**src/rtl/cpu_pkg.sv**
```systemverilog
// cpu_pkg: operand select codes, micro-op classes and ALU op constants shared across the datapath
package cpu_pkg;
  localparam logic [2:0] SEL_A    = 3'd0;
  localparam logic [2:0] SEL_F    = 3'd1;
  localparam logic [2:0] SEL_M    = 3'd2;
  localparam logic [2:0] SEL_SP   = 3'd3;
  localparam logic [2:0] SEL_X    = 3'd4;
  localparam logic [2:0] SEL_Y    = 3'd5;
  localparam logic [2:0] SEL_ZERO = 3'd6;
  localparam logic [3:0] ALU_PASS = 4'h0;
  localparam logic [3:0] ALU_INC  = 4'h8;
  localparam logic [3:0] ALU_DEC  = 4'h9;
  typedef enum logic [2:0] {
    CLS_XFER, CLS_ARITH, CLS_CMP, CLS_RMW, CLS_PUSH, CLS_PULL, CLS_NOP6, CLS_NOP7
  } cls_e;
endpackage

```
**src/rtl/alu_sequencer_if.sv**
```systemverilog
// alu_sequencer_if: decoder request handshake plus datapath control strobes
interface alu_sequencer_if #(parameter int OP_W = 4, parameter int SEL_W = 3);
  logic             req_valid;
  logic             req_ready;
  logic [2:0]       req_class;
  logic [SEL_W-1:0] req_src;
  logic [SEL_W-1:0] req_dst;
  logic [OP_W-1:0]  req_op;
  logic             mem_ack;
  logic [SEL_W-1:0] alu_a_sel;
  logic             alu_b_mem;
  logic [OP_W-1:0]  alu_op;
  logic             reg_we;
  logic [SEL_W-1:0] reg_wsel;
  logic             flag_we;
  logic             mdr_we;
  logic             mem_rd;
  logic             mem_wr;
  logic             done;
  modport master (
    output req_valid, req_class, req_src, req_dst, req_op, mem_ack,
    input  req_ready, alu_a_sel, alu_b_mem, alu_op, reg_we, reg_wsel, flag_we, mdr_we, mem_rd, mem_wr, done
  );
  modport slave (
    input  req_valid, req_class, req_src, req_dst, req_op, mem_ack,
    output req_ready, alu_a_sel, alu_b_mem, alu_op, reg_we, reg_wsel, flag_we, mdr_we, mem_rd, mem_wr, done
  );
endinterface

```
**src/rtl/alu_seq_decode.sv**
```systemverilog
// alu_seq_decode: combinational datapath control decode from sequencer phase and latched micro-op
module alu_seq_decode
  import cpu_pkg::*;
#(
  parameter int OP_W  = 4,
  parameter int SEL_W = 3
) (
  input  logic             st_read_i,
  input  logic             st_exec_i,
  input  logic             st_write_i,
  input  logic             st_data_i,
  input  logic             st_spadj_i,
  input  logic             st_load_i,
  input  logic             st_nops_i,
  input  cls_e             cls_i,
  input  logic [SEL_W-1:0] src_i,
  input  logic [SEL_W-1:0] dst_i,
  input  logic [OP_W-1:0]  op_i,
  input  logic             mem_ack_i,
  output logic [SEL_W-1:0] alu_a_sel_o,
  output logic             alu_b_mem_o,
  output logic [OP_W-1:0]  alu_op_o,
  output logic             reg_we_o,
  output logic [SEL_W-1:0] reg_wsel_o,
  output logic             flag_we_o,
  output logic             mdr_we_o,
  output logic             mem_rd_o,
  output logic             mem_wr_o,
  output logic             done_o
);
  // idle values first, then each phase overrides only the controls it owns
  always_comb begin
    alu_a_sel_o = SEL_ZERO;
    alu_b_mem_o = 1'b0;
    alu_op_o    = ALU_PASS;
    reg_we_o    = 1'b0;
    reg_wsel_o  = SEL_A;
    flag_we_o   = 1'b0;
    mdr_we_o    = 1'b0;
    mem_rd_o    = st_read_i;
    mem_wr_o    = st_write_i | st_data_i;
    done_o      = 1'b0;
    if (st_exec_i) begin
      alu_a_sel_o = (cls_i == CLS_ARITH) ? SEL_A : (cls_i == CLS_RMW) ? SEL_M : src_i;
      alu_b_mem_o = (cls_i == CLS_ARITH) || (cls_i == CLS_CMP);
      alu_op_o    = (cls_i == CLS_XFER) ? ALU_PASS : op_i;
      reg_we_o    = (cls_i == CLS_XFER) || (cls_i == CLS_ARITH);
      reg_wsel_o  = (cls_i == CLS_XFER) ? dst_i : SEL_A;
      flag_we_o   = (cls_i != CLS_XFER) || (dst_i != SEL_SP);
      mdr_we_o    = cls_i == CLS_RMW;
      done_o      = cls_i != CLS_RMW;
    end
    if (st_write_i) done_o = mem_ack_i;
    if (st_data_i) begin
      alu_a_sel_o = src_i;
      mdr_we_o    = 1'b1;
    end
    if (st_spadj_i) begin
      alu_a_sel_o = SEL_SP;
      alu_op_o    = (cls_i == CLS_PUSH) ? ALU_DEC : ALU_INC;
      reg_we_o    = 1'b1;
      reg_wsel_o  = SEL_SP;
      done_o      = cls_i == CLS_PUSH;
    end
    if (st_load_i) begin
      alu_a_sel_o = SEL_M;
      reg_we_o    = 1'b1;
      reg_wsel_o  = dst_i;
      flag_we_o   = dst_i inside {SEL_A, SEL_X, SEL_Y};
      done_o      = 1'b1;
    end
    if (st_nops_i) done_o = 1'b1;
  end
endmodule

```
**src/rtl/alu_sequencer.sv**
```systemverilog
// alu_sequencer: issues one ALU micro-op class at a time, stalling memory phases on mem_ack
module alu_sequencer
  import cpu_pkg::*;
#(
  parameter int OP_W  = 4,
  parameter int SEL_W = 3
) (
  input logic            clk,
  input logic            rst,
  alu_sequencer_if.slave bus
);
  typedef enum logic [2:0] {S_IDLE, S_READ, S_EXEC, S_WRITE, S_DATA, S_SPADJ, S_LOAD, S_NOPS} state_e;
  state_e           state_q, state_d;
  cls_e             cls_q;
  logic [SEL_W-1:0] src_q, dst_q;
  logic [OP_W-1:0]  op_q;
  logic             accept;
  assign bus.req_ready = state_q == S_IDLE;
  assign accept        = bus.req_valid && bus.req_ready;
  // state register; reset aborts any micro-op in flight
  always_ff @(posedge clk or posedge rst) begin
    if (rst) state_q <= S_IDLE;
    else     state_q <= state_d;
  end
  // request fields are held for the whole micro-op
  always_ff @(posedge clk or posedge rst) begin
    if (rst) begin
      cls_q <= CLS_XFER;
      src_q <= '0;
      dst_q <= '0;
      op_q  <= '0;
    end else if (accept) begin
      cls_q <= cls_e'(bus.req_class);
      src_q <= bus.req_src;
      dst_q <= bus.req_dst;
      op_q  <= bus.req_op;
    end
  end
  // next state: the first action phase is entered on the accepting edge
  always_comb begin
    state_d = state_q;
    case (state_q)
      S_IDLE:  if (accept)
                 state_d = (bus.req_class == CLS_XFER) ? S_EXEC :
                           (bus.req_class inside {CLS_ARITH, CLS_CMP, CLS_RMW}) ? S_READ :
                           (bus.req_class == CLS_PUSH) ? S_DATA :
                           (bus.req_class == CLS_PULL) ? S_SPADJ : S_NOPS;
      S_READ:  if (bus.mem_ack) state_d = (cls_q == CLS_PULL) ? S_LOAD : S_EXEC;
      S_EXEC:  state_d = (cls_q == CLS_RMW) ? S_WRITE : S_IDLE;
      S_WRITE: if (bus.mem_ack) state_d = S_IDLE;
      S_DATA:  if (bus.mem_ack) state_d = S_SPADJ;
      S_SPADJ: state_d = (cls_q == CLS_PULL) ? S_READ : S_IDLE;
      default: state_d = S_IDLE;
    endcase
  end
  alu_seq_decode #(.OP_W(OP_W), .SEL_W(SEL_W)) u_decode (
    .st_read_i   (state_q == S_READ),
    .st_exec_i   (state_q == S_EXEC),
    .st_write_i  (state_q == S_WRITE),
    .st_data_i   (state_q == S_DATA),
    .st_spadj_i  (state_q == S_SPADJ),
    .st_load_i   (state_q == S_LOAD),
    .st_nops_i   (state_q == S_NOPS),
    .cls_i       (cls_q),
    .src_i       (src_q),
    .dst_i       (dst_q),
    .op_i        (op_q),
    .mem_ack_i   (bus.mem_ack),
    .alu_a_sel_o (bus.alu_a_sel),
    .alu_b_mem_o (bus.alu_b_mem),
    .alu_op_o    (bus.alu_op),
    .reg_we_o    (bus.reg_we),
    .reg_wsel_o  (bus.reg_wsel),
    .flag_we_o   (bus.flag_we),
    .mdr_we_o    (bus.mdr_we),
    .mem_rd_o    (bus.mem_rd),
    .mem_wr_o    (bus.mem_wr),
    .done_o      (bus.done)
  );
endmodule

```
**src/flat_wrapper.sv**
```systemverilog
// flat-port wrapper written by rule: the top's interface ports become plain ports
module alu_sequencer_flat import cpu_pkg::*;
#(
  parameter int OP_W  = 4,
  parameter int SEL_W = 3
)
  (clk, rst, bus_req_valid, bus_req_class, bus_req_src, bus_req_dst, bus_req_op, bus_mem_ack, bus_req_ready, bus_alu_a_sel, bus_alu_b_mem, bus_alu_op, bus_reg_we, bus_reg_wsel, bus_flag_we, bus_mdr_we, bus_mem_rd, bus_mem_wr, bus_done);
  alu_sequencer_if #(.OP_W(OP_W), .SEL_W(SEL_W)) bus_i ();
  input logic clk;
  input logic rst;
  input wire logic [$bits(bus_i.req_valid)-1:0] bus_req_valid;
  input wire logic [$bits(bus_i.req_class)-1:0] bus_req_class;
  input wire logic [$bits(bus_i.req_src)-1:0] bus_req_src;
  input wire logic [$bits(bus_i.req_dst)-1:0] bus_req_dst;
  input wire logic [$bits(bus_i.req_op)-1:0] bus_req_op;
  input wire logic [$bits(bus_i.mem_ack)-1:0] bus_mem_ack;
  output wire logic [$bits(bus_i.req_ready)-1:0] bus_req_ready;
  output wire logic [$bits(bus_i.alu_a_sel)-1:0] bus_alu_a_sel;
  output wire logic [$bits(bus_i.alu_b_mem)-1:0] bus_alu_b_mem;
  output wire logic [$bits(bus_i.alu_op)-1:0] bus_alu_op;
  output wire logic [$bits(bus_i.reg_we)-1:0] bus_reg_we;
  output wire logic [$bits(bus_i.reg_wsel)-1:0] bus_reg_wsel;
  output wire logic [$bits(bus_i.flag_we)-1:0] bus_flag_we;
  output wire logic [$bits(bus_i.mdr_we)-1:0] bus_mdr_we;
  output wire logic [$bits(bus_i.mem_rd)-1:0] bus_mem_rd;
  output wire logic [$bits(bus_i.mem_wr)-1:0] bus_mem_wr;
  output wire logic [$bits(bus_i.done)-1:0] bus_done;
  assign bus_i.req_valid = bus_req_valid;
  assign bus_i.req_class = bus_req_class;
  assign bus_i.req_src = bus_req_src;
  assign bus_i.req_dst = bus_req_dst;
  assign bus_i.req_op = bus_req_op;
  assign bus_i.mem_ack = bus_mem_ack;
  assign bus_req_ready = bus_i.req_ready;
  assign bus_alu_a_sel = bus_i.alu_a_sel;
  assign bus_alu_b_mem = bus_i.alu_b_mem;
  assign bus_alu_op = bus_i.alu_op;
  assign bus_reg_we = bus_i.reg_we;
  assign bus_reg_wsel = bus_i.reg_wsel;
  assign bus_flag_we = bus_i.flag_we;
  assign bus_mdr_we = bus_i.mdr_we;
  assign bus_mem_rd = bus_i.mem_rd;
  assign bus_mem_wr = bus_i.mem_wr;
  assign bus_done = bus_i.done;
  alu_sequencer #(.OP_W(OP_W), .SEL_W(SEL_W)) u_core (.clk(clk), .rst(rst), .bus(bus_i));
endmodule
```
**config.mk**
```make
export PLATFORM = sky130hd
export DESIGN_NAME = alu_sequencer_flat
export DESIGN_NICKNAME = d
export VERILOG_FILES = /design/src/rtl/cpu_pkg.sv /design/src/rtl/alu_sequencer_if.sv /design/src/rtl/alu_seq_decode.sv /design/src/rtl/alu_sequencer.sv /design/src/flat_wrapper.sv
export SDC_FILE = /design/constraint.sdc
export NUM_CORES = 1
export LEC_CHECK = 0
export ABC_CLOCK_PERIOD_IN_PS = 2300
export CAP_MARGIN = 0
export CORE_MARGIN = 2
export CORE_UTILIZATION = 45
export DETAILED_ROUTE_END_ITERATION = 8
export PLACE_DENSITY_LB_ADDON = 0.15
export SYNTH_ARGS = -nofsm -noshare
export SYNTH_HDL_FRONTEND = slang
export SYNTH_SLANG_ARGS = --single-unit
export TNS_END_PERCENT = 50
```
**constraint.sdc**
```tcl
create_clock -name clk -period 2.3 [get_ports clk]
set_clock_uncertainty 0.1 [all_clocks]
set_input_delay 0.23 -clock clk [delete_from_list [all_inputs] [get_ports clk]]
set_output_delay 0.23 -clock clk [all_outputs]
set_load 0.01 [all_outputs]
```
==> impl_metrics.csv <==
group,metric,value,unit
outcome,status,"complete, no violations",
floorplanning,design.core.area,2210,um^2
synthesis,yosysSeqAreaShare,37.7,%
clock_tree,cts-root-buf,"clkbuf_4",
placement,io_buffer_count,34,
clock_tree,clock_latency,0.30,ns
sta,fin_crit_sh,97.7,%
floorplanning,die_x,52.6,um
cells_and_area,syn_to_final_growth,39.4,%
sta,fmax,445,MHz
worst_setup_path,worstPathCellList,"buf_4 > or3_4 > inv_2 > clkdlybuf4s50_1",
synthesis,synthesis.nets,136,
clock_tree,clock_path_buffers,2,
cells_and_area,drive_above_1_share,19.1,%
placement,gp_congestion,0.887,
sta,fin_setup_tns,0,ns
synthesis,syn_area,1060,um^2
detailed_routing,first_pass_iters,4,
global_route,grt_pass1_vias,937,
clock_tree,numClockSinks,16,
worst_setup_path,arrival,1.92,ns
cells_and_area,nFillCells,194,
synthesis,ys_types,34,
placement,placed_area,1390,um^2
clock_tree,numCtsBuffers,3,
clock_tree,clkSlewWorstSetupHoldPaths,0.10,ns
detailed_routing,vias,971,
pwr,leakagePower,0.733,nW
detailed_routing,routed_wl,2510,um
global_route,grt_max_degree,20,
worst_setup_path,cp_top_family,"buffers and inverters",
worst_setup_path,crit_type,"flip-flop to primary output",
worst_setup_path,slowest_stage,"clkdlybuf4s50_1",
cells_and_area,final_area,1480,um^2
sta,rsz0062_at_grt,"no",
pwr,p_per_area,1320,nW/um^2
synthesis,postSynthCellCount,119,
placement,hpwl,1800,um
sta,period_minus_slack,2.25,ns
global_route,grt_pass1_wl,4280,um
synthesis,synth-seq-cells,16,
sta,maxSlewViolCount,0,
synthesis,synth_area_per_cell,8.92,um^2
global_route,antenna_found_initial,0,
worst_setup_path,startpoint_type,"flip-flop",
floorplanning,pin_count,35,
global_route,overflow,0,
floorplanning,die-area,2760,um^2
cells_and_area,mostFrequentLayoutCells,"clkdlybuf4s50_1, dfrtp_1, nand2_1, nor2_1, o21ai_0",
worst_setup_path,crit_buf_inv,3,
cells_and_area,layout.cells.non_filler,180,
detailed_routing,drt-initial-drc-count,10,
hold_path,hp-class,"input pin to asynchronous set/reset pin",
cells_and_area,diodes,0,
floorplanning,die_h,52.6,um
detailed_routing,ant_nets,0,
detailed_routing,vias_per_cell,5.39,
detailed_routing,avgRoutedWirePerCell,13.9,um
floorplanning,rows,17,
global_route,grt_use_total,21.4,%
clock_tree,htreeDepth,1,
pwr,vdd_drop_max,822,uV
sta,setup-violations-final,0,
cells_and_area,nets,170,
cells_and_area,fin_util,66.9,%
worst_setup_path,cp.required,1.97,ns
sta,worst_slew_pin_slew,0.618,ns
synthesis,ys.warnings.count,0,
floorplanning,start_util,48.0,%
worst_setup_path,end_kind,"primary output",
worst_setup_path,slowest_delay,0.53,ns
sta,finalHoldViolations,0,
clock_tree,cts_tree,"done",
detailed_routing,drc,0,
worst_setup_path,crit_fanout,19,
run,drv_cap,0,
placement,placed_cells,175,
cells_and_area,final_common_cell,"clkdlybuf4s50_1",
sta,slew_headroom,58.8,%
-- power by group --
part / switching [mW] / internal, mW / total [mW]
sequential: 0.137 / 0.424 / 0.561
clock: 0.0981 / 0.0967 / 0.195
combinational: 0.555 / 0.639 / 1.19
-- final cells by class --
| cell class | instances | area [um^2] | share of cell area (%) |
|---|---|---|---|
| clock buffer | 4 | 36.3 | 2.45 |
| inverter | 5 | 18.8 | 1.27 |
| timing repair buffer | 39 | 392 | 26.5 |
| multi-input combinational | 88 | 596 | 40.3 |
| tap | 28 | 35.0 | 2.37 |
| sequential | 16 | 402 | 27.2 |
-- final timing paths --
check                             startpoint  slack (ns)  cells past startpoint               to
max                        u_core.state_q[2]        0.05                      4    bus_req_ready
min in group clk              bus_req_dst[1]        0.39                      3  u_core.dst_q[1]
max reg2reg                u_core.state_q[2]        0.38                      5  u_core.cls_q[0]
min reg2reg                   u_core.op_q[2]        0.42                      1   u_core.op_q[2]
min                                      rst        0.19                      2  u_core.dst_q[0]
max in group asynchronous                rst        1.47                      2  u_core.cls_q[0]
-- flip-flops by register name, indices dropped and copies added, names as in the netlist --
name / count
u_core.op_q: 4
u_core.cls_q: 3
u_core.dst_q: 3
u_core.src_q: 3
u_core.state_q: 3
-- layer usage --
| layer | share of wire [%] | GRT usage, % |
|---|---|---|
| met3 | 4.5 | 6.29 |
| met4 | 1.6 | 7.69 |
| met2 | 49 | 36.0 |
| met1 | 45 | 25.7 |
| met5 | 0 | 0 |
-- cell usage after synthesis --
library cell	n	area (um^2)
mux2_2	6	67.6
nand2_1	11	41.3
o21a_1	2	15.0
or3_1	1	6.26
buf_2	1	5.00
and2_1	2	12.5
clkbuf_1	6	22.5
o211ai_1	2	15.0
buf_6	1	11.3
nor4_1	1	6.26
o32ai_1	2	17.5
nor2_1	13	48.8
o21bai_1	1	7.51
a21oi_1	3	15.0
o31a_1	1	8.76
inv_2	1	3.75
o21ai_0	10	50.1
nand2b_1	7	43.8
or3b_2	1	8.76
nor3b_1	1	7.51
nor3_1	4	20.0
or3_4	1	11.3
mux2_4	4	60.1
buf_8	1	15.0
and2_4	1	8.76
xnor2_1	1	8.76
nand3b_1	2	15.0
nor2b_1	2	12.5
inv_1	4	15.0
a22oi_1	1	7.51
o22ai_1	7	43.8
buf_12	1	20.0
nand4b_1	1	8.76
dfrtp_1	16	400
-- through the flow --
step	power, mW	hold WS [ns]	setup WS (ns)
finish	1.95	0.192	0.0530
global route	2.11	0.242	0.00212
CTS	1.96	0.211	0.000516
detailed placement	1.74	0.393	0.179
global placement	1.72	0.389	0.216
floorplan	1.35	0.0437	0.533
-- logic make-up after synthesis --
group,Yosys count,synth area share (%)
buffers and inverters,15,8.72
XOR/XNOR,1,0.826
multiplexers,10,12.0
flip-flops,16,37.7
AND/OR/NAND/NOR,48,23.7
AO/OA/AOI/OAI,29,17.0
-- repair_timing --
item | in CTS | in global routing
hold buffers | 0 | 0
buffers inserted | 1 | 0
pin swaps | 0 | 0
cloned | 0 | 0
hold endpoints to repair | 0 | 0
endpoints found under the setup margin | 12 | 9
gates resized for setup | 12 | 10
(Power assumes the default switching activity.)
